## config.mk

```make
export PLATFORM = sky130hd
export DESIGN_NAME = pipe_stage_buf_flat
export DESIGN_NICKNAME = d
export VERILOG_FILES = /design/src/rtl/pipe_stage_buf_if.sv /design/src/rtl/pipe_stage_buf.sv /design/src/flat_wrapper.sv
export SDC_FILE = /design/constraint.sdc
export NUM_CORES = 1
export LEC_CHECK = 0
export BUFFER_PORTS_ARGS = -buffer_cell sky130_fd_sc_hd__buf_4
export CAP_MARGIN = 20
export CORE_UTILIZATION = 50
export DETAILED_ROUTE_END_ITERATION = 8
export PLACE_DENSITY = 0.81
export SLEW_MARGIN = 25
export SYNTH_ARGS = -nofsm -noshare
export SYNTH_HDL_FRONTEND = slang
export SYNTH_SLANG_ARGS = --single-unit
```

## constraint.sdc

```tcl
create_clock -name clk -period 7.9 [get_ports clk]
set_clock_uncertainty 0.15 [all_clocks]
set_input_delay 0.79 -clock clk [delete_from_list [all_inputs] [get_ports clk]]
set_output_delay 0.79 -clock clk [all_outputs]
set_load 0.005 [all_outputs]
```

## src/rtl/pipe_stage_buf_if.sv

```systemverilog
// pipe_stage_buf_if: handshake bundle between pipeline stages and a pipe_stage_buf.
//   flush                squash everything stored plus any same-cycle push
//   in_valid/in_ready    upstream handshake, in_data payload
//   out_valid/out_ready  downstream handshake, out_data head payload
//   count                current buffer occupancy, 0..DEPTH
//   master = stage side, slave = buffer side
interface pipe_stage_buf_if #(
    parameter int DATA_W = 32,
    parameter int DEPTH  = 2
);
    localparam int CW = $clog2(DEPTH + 1);
    logic              flush;
    logic              in_valid;
    logic              in_ready;
    logic [DATA_W-1:0] in_data;
    logic              out_valid;
    logic              out_ready;
    logic [DATA_W-1:0] out_data;
    logic [CW-1:0]     count;
    modport master (
        output flush, in_valid, in_data, out_ready,
        input  in_ready, out_valid, out_data, count
    );
    modport slave (
        input  flush, in_valid, in_data, out_ready,
        output in_ready, out_valid, out_data, count
    );
endinterface

```

## src/rtl/pipe_stage_buf.sv

```systemverilog
// pipe_stage_buf: elastic DEPTH-entry circular-buffer pipeline stage with flush.
//   clk  rising-edge clock
//   rst  synchronous active-high reset
//   bus  pipe_stage_buf_if.slave: flush, in_valid/in_ready/in_data,
//        out_valid/out_ready/out_data, count
// in_ready and out_valid come from the registered count only, so there is no
// combinational path from out_ready to in_ready.
module pipe_stage_buf #(
    parameter int                DATA_W    = 32,
    parameter int                DEPTH     = 2,
    parameter logic [DATA_W-1:0] RESET_VAL = '0
) (
    input logic             clk,
    input logic             rst,
    pipe_stage_buf_if.slave bus
);
    localparam int PW = $clog2(DEPTH);
    localparam int CW = $clog2(DEPTH + 1);
    logic [DATA_W-1:0] mem_q [DEPTH];
    logic [PW-1:0]     wr_ptr_q, wr_ptr_d, rd_ptr_q, rd_ptr_d;
    logic [CW-1:0]     count_q, count_d;
    logic              push, pop;
    assign bus.in_ready  = count_q != CW'(DEPTH);
    assign bus.out_valid = count_q != '0;
    assign bus.out_data  = mem_q[rd_ptr_q];
    assign bus.count     = count_q;
    assign push = bus.in_valid & bus.in_ready & ~bus.flush;
    assign pop  = bus.out_valid & bus.out_ready & ~bus.flush;
    // Pointers wrap for free because DEPTH is a power of two.
    always_comb begin
        wr_ptr_d = bus.flush ? '0 : push ? wr_ptr_q + 1'b1 : wr_ptr_q;
        rd_ptr_d = bus.flush ? '0 : pop ? rd_ptr_q + 1'b1 : rd_ptr_q;
        count_d  = bus.flush        ? '0 :
                   (push && !pop)   ? count_q + 1'b1 :
                   (pop && !push)   ? count_q - 1'b1 : count_q;
    end
    always_ff @(posedge clk) begin
        if (rst) begin
            wr_ptr_q <= '0;
            rd_ptr_q <= '0;
            count_q  <= '0;
        end else begin
            wr_ptr_q <= wr_ptr_d;
            rd_ptr_q <= rd_ptr_d;
            count_q  <= count_d;
        end
    end
    // Flush leaves storage alone; only reset reloads it.
    always_ff @(posedge clk) begin
        if (rst) begin
            for (int i = 0; i < DEPTH; i++) mem_q[i] <= RESET_VAL;
        end else if (push) begin
            mem_q[wr_ptr_q] <= bus.in_data;
        end
    end
endmodule

```

## src/flat_wrapper.sv

```systemverilog
// flat-port wrapper written by rule: the top's interface ports become plain ports
module pipe_stage_buf_flat 
#(
    parameter int                DATA_W    = 32,
    parameter int                DEPTH     = 2,
    parameter logic [DATA_W-1:0] RESET_VAL = '0
)
  (clk, rst, bus_flush, bus_in_valid, bus_in_data, bus_out_ready, bus_in_ready, bus_out_valid, bus_out_data, bus_count);
  pipe_stage_buf_if #(.DATA_W(DATA_W), .DEPTH(DEPTH)) bus_i ();
  input logic clk;
  input logic rst;
  input wire logic [$bits(bus_i.flush)-1:0] bus_flush;
  input wire logic [$bits(bus_i.in_valid)-1:0] bus_in_valid;
  input wire logic [$bits(bus_i.in_data)-1:0] bus_in_data;
  input wire logic [$bits(bus_i.out_ready)-1:0] bus_out_ready;
  output wire logic [$bits(bus_i.in_ready)-1:0] bus_in_ready;
  output wire logic [$bits(bus_i.out_valid)-1:0] bus_out_valid;
  output wire logic [$bits(bus_i.out_data)-1:0] bus_out_data;
  output wire logic [$bits(bus_i.count)-1:0] bus_count;
  assign bus_i.flush = bus_flush;
  assign bus_i.in_valid = bus_in_valid;
  assign bus_i.in_data = bus_in_data;
  assign bus_i.out_ready = bus_out_ready;
  assign bus_in_ready = bus_i.in_ready;
  assign bus_out_valid = bus_i.out_valid;
  assign bus_out_data = bus_i.out_data;
  assign bus_count = bus_i.count;
  pipe_stage_buf #(.DATA_W(DATA_W), .DEPTH(DEPTH), .RESET_VAL(RESET_VAL)) u_core (.clk(clk), .rst(rst), .bus(bus_i));
endmodule
```

==> flow_metrics.env <==
export IMPL_fin_cells=360
export IMPL_ctsResizeCount=0
export IMPL_numCtsBuffers=9
export IMPL_seq_area_um2=2020
export IMPL_grt_max_degree=33
export IMPL_synth_fp_nets=242
export IMPL_clk_latency_ns=0.32
export IMPL_fillers=451
export IMPL_maxCapViolations=0
export IMPL_grt_usage_pct=17.7
export IMPL_die_area_um2=6470
export IMPL_firstDrtPassIters=4
export IMPL_max_freq_mhz=339
export IMPL_multi_input_area_um2=953
export IMPL_relSlewSlack_pct=47.6
export IMPL_core_um2=5920
export IMPL_nets=318
export IMPL_clk_pin_slew_worst_paths_ns=0.06
export IMPL_syn_to_final_growth_pct=23.9
export IMPL_hold_path_class="reg -> reg"
export IMPL_final_common_cell="buf_4"
export IMPL_cp_end_kind="output port"
export IMPL_first_global_vias=1759
export IMPL_slew_viol_final=0
export IMPL_wl_per_cell_um=14.9
export IMPL_antennaDiodeCount=0
export IMPL_synth_top_area_share_pct=62.5
export IMPL_dp_hpwl_um=3440
export IMPL_rsz0062_at_grt="no"
export IMPL_hold_buffers=0
export IMPL_final_antenna_net_count=0
export IMPL_netlist_area_um2=3070
export IMPL_cts_max_level=3
export IMPL_clkSinkCount=69
export IMPL_final_cell_mix="buf_4 (76), and2_1 (64), edfxtp_1 (64), mux2_2 (30), clkbuf_8 (9)"
export IMPL_crit_arrival_ns=2.01
export IMPL_drc=0
export IMPL_yosysTopAreaCell="edfxtp_1"
export IMPL_viasPerCell=5.01
export IMPL_cp_start_kind="flip-flop"
export IMPL_ff2ff_path_depth=7
export IMPL_p_seq_share_pct=58.1
export IMPL_num_io_pins=73
export IMPL_routabilityCongestion=0.708
export IMPL_p_int_uw=576
export IMPL_status="complete, no violations"
export IMPL_grt_overflow=0
export IMPL_vias=1803
export IMPL_drive_gt1_share_pct=43.9
export IMPL_cts_tree="yes"
export IMPL_netlist_cell_type_count=22
export IMPL_rows=28
export IMPL_synthCells=204
export IMPL_routed_wl_um=5360
export IMPL_peakVddDrop_mv=0.0919
export IMPL_placedCellCount=344
export IMPL_power_uw=731
export IMPL_max_clock_path_buffers=2
export IMPL_fin_crit_sh_pct=37.3
export IMPL_synthTopCellsByArea="edfxtp_1 (63%), and2_1 (13%), mux2_2 (11%), dfxtp_1 (3.3%), buf_6 (2.6%)"
export IMPL_cts_root_buffer="clkbuf_8"
export IMPL_critical_path_class="reg -> out"
export IMPL_finalSetupViolCount=0
export IMPL_initial_core_util_pct=51.9
export IMPL_postCtsSetupBuffers=0
export IMPL_swShare_pct=21.2
export IMPL_p_sw_uw=155
export IMPL_pwr_share_clk_pct=31.6
export IMPL_ys_ff_latch=69
export IMPL_required_ns=6.96
export IMPL_worstPathMaxFanout=17
export IMPL_die_h_um=80.4
export IMPL_die_w_um=80.4
export IMPL_yosysWarnings=0
export IMPL_p_per_area_nw_per_um2=192
export IMPL_hold_viol=0
export IMPL_ys_seq_area_share_pct=65.8
export IMPL_pwr_share_comb_pct=10.3
export IMPL_leakage_uw=0.00157
export IMPL_layout_min_cycle_time_ns=2.95
export IMPL_hold_path_depth=2
export IMPL_fin_tns_setup_ns=0
export IMPL_drt_iter0_markers=124
export IMPL_avgSynthCellArea_um2=15.1
export IMPL_worst_slew_pin_slew_ns=0.786
export IMPL_grt_pass1_wl_um=8280
export IMPL_antenna_found_initial=0
export IMPL_port_buffers=72
area by class of cell:
class / count / area share (%)
clock buffer: 14 / 3.74
clock inverter: 2 / 0.328
inverter: 4 / 0.394
multi-input combinational: 120 / 25.0
sequential: 69 / 53.1
tap: 75 / 2.46
timing repair buffer: 76 / 15.0
power by group through the flow:
stage / clock, uW / sequential (uW) / combinational (uW)
6_report: 231 / 425 / 75.3
5_1_grt: 251 / 427 / 82.1
4_1_cts: 237 / 425 / 76.8
3_5_place_dp: 0 / 433 / 76.3
3_3_place_gp: 0 / 432 / 75.2
2_1_floorplan: 0 / 431 / 35.1
sequential cells by signal, summed over array words and instances (netlist names), named ones only:
signal / count
u_core.wr_ptr_q: 1
u_core.rd_ptr_q: 1
u_core.bus.count: 2
u_core.mem_q: 64
kinds of logic after synthesis:
kind of cell | synth area share [%]
buf+inv | 3.66
fa+ha+maj | 0.407
simple gates | 16.5
compound gates | 1.06
mux | 11.7
flops | 65.8
xor+xnor | 0.855
worst max-delay path: stages, from the launching register on:
cell     delay, ns
dfxtp_1       0.78
buf_4         0.38
mux2_2        0.39
buf_4         0.14
per-stage QoR:
step | hold slack, ns | setup WS, ns | cell area (um^2) | util (%)
3_3_place_gp | 0.339 | 5.23 | 3650 | 61.7
6_report | 0.360 | 4.95 | 3810 | 64.3
4_1_cts | 0.359 | 4.89 | 3810 | 64.3
3_5_place_dp | 0.342 | 5.19 | 3650 | 61.7
5_1_grt | 0.401 | 4.82 | 3810 | 64.3
2_1_floorplan | 0.322 | 4.01 | 3070 | -
synth_stat cells (all sizes together):
cell / instances
or2: 4
nor2b: 1
o21ai: 3
or3: 2
inv: 4
o31ai: 1
mux2: 32
edfxtp: 64
nor2: 4
nand2: 1
buf: 10
a21oi: 2
xor2: 3
and2: 64
nor4: 2
ha: 1
dfxtp: 5
clkbuf: 1
final timing paths:
kind,slack (ns),from,end
setup / recovery,4.95,flip-flop,bus_out_data[12]
hold / removal,0.36,u_core.rd_ptr_q$_SDFFE_PP0P_,u_core.rd_ptr_q$_SDFFE_PP0P_
setup reg to reg,5.79,u_core.bus.count[1]$_SDFFE_PP0P_,u_core.bus.count[1]$_SDFFE_PP0P_
hold reg to reg,0.36,u_core.rd_ptr_q$_SDFFE_PP0P_,u_core.rd_ptr_q$_SDFFE_PP0P_
routing by layer:
metal / global-route usage [%] / part of all wire, % / up-vias
li1: - / - / 867
met1: 21.7 / 43 / 877
met2: 29.7 / 51 / 55
met3: 3.64 / 5.1 / 4
met4: 8.04 / 0.54 / 0
met5: 0 / 0 / -
Note: power is estimated with default switching activity, not from simulation.
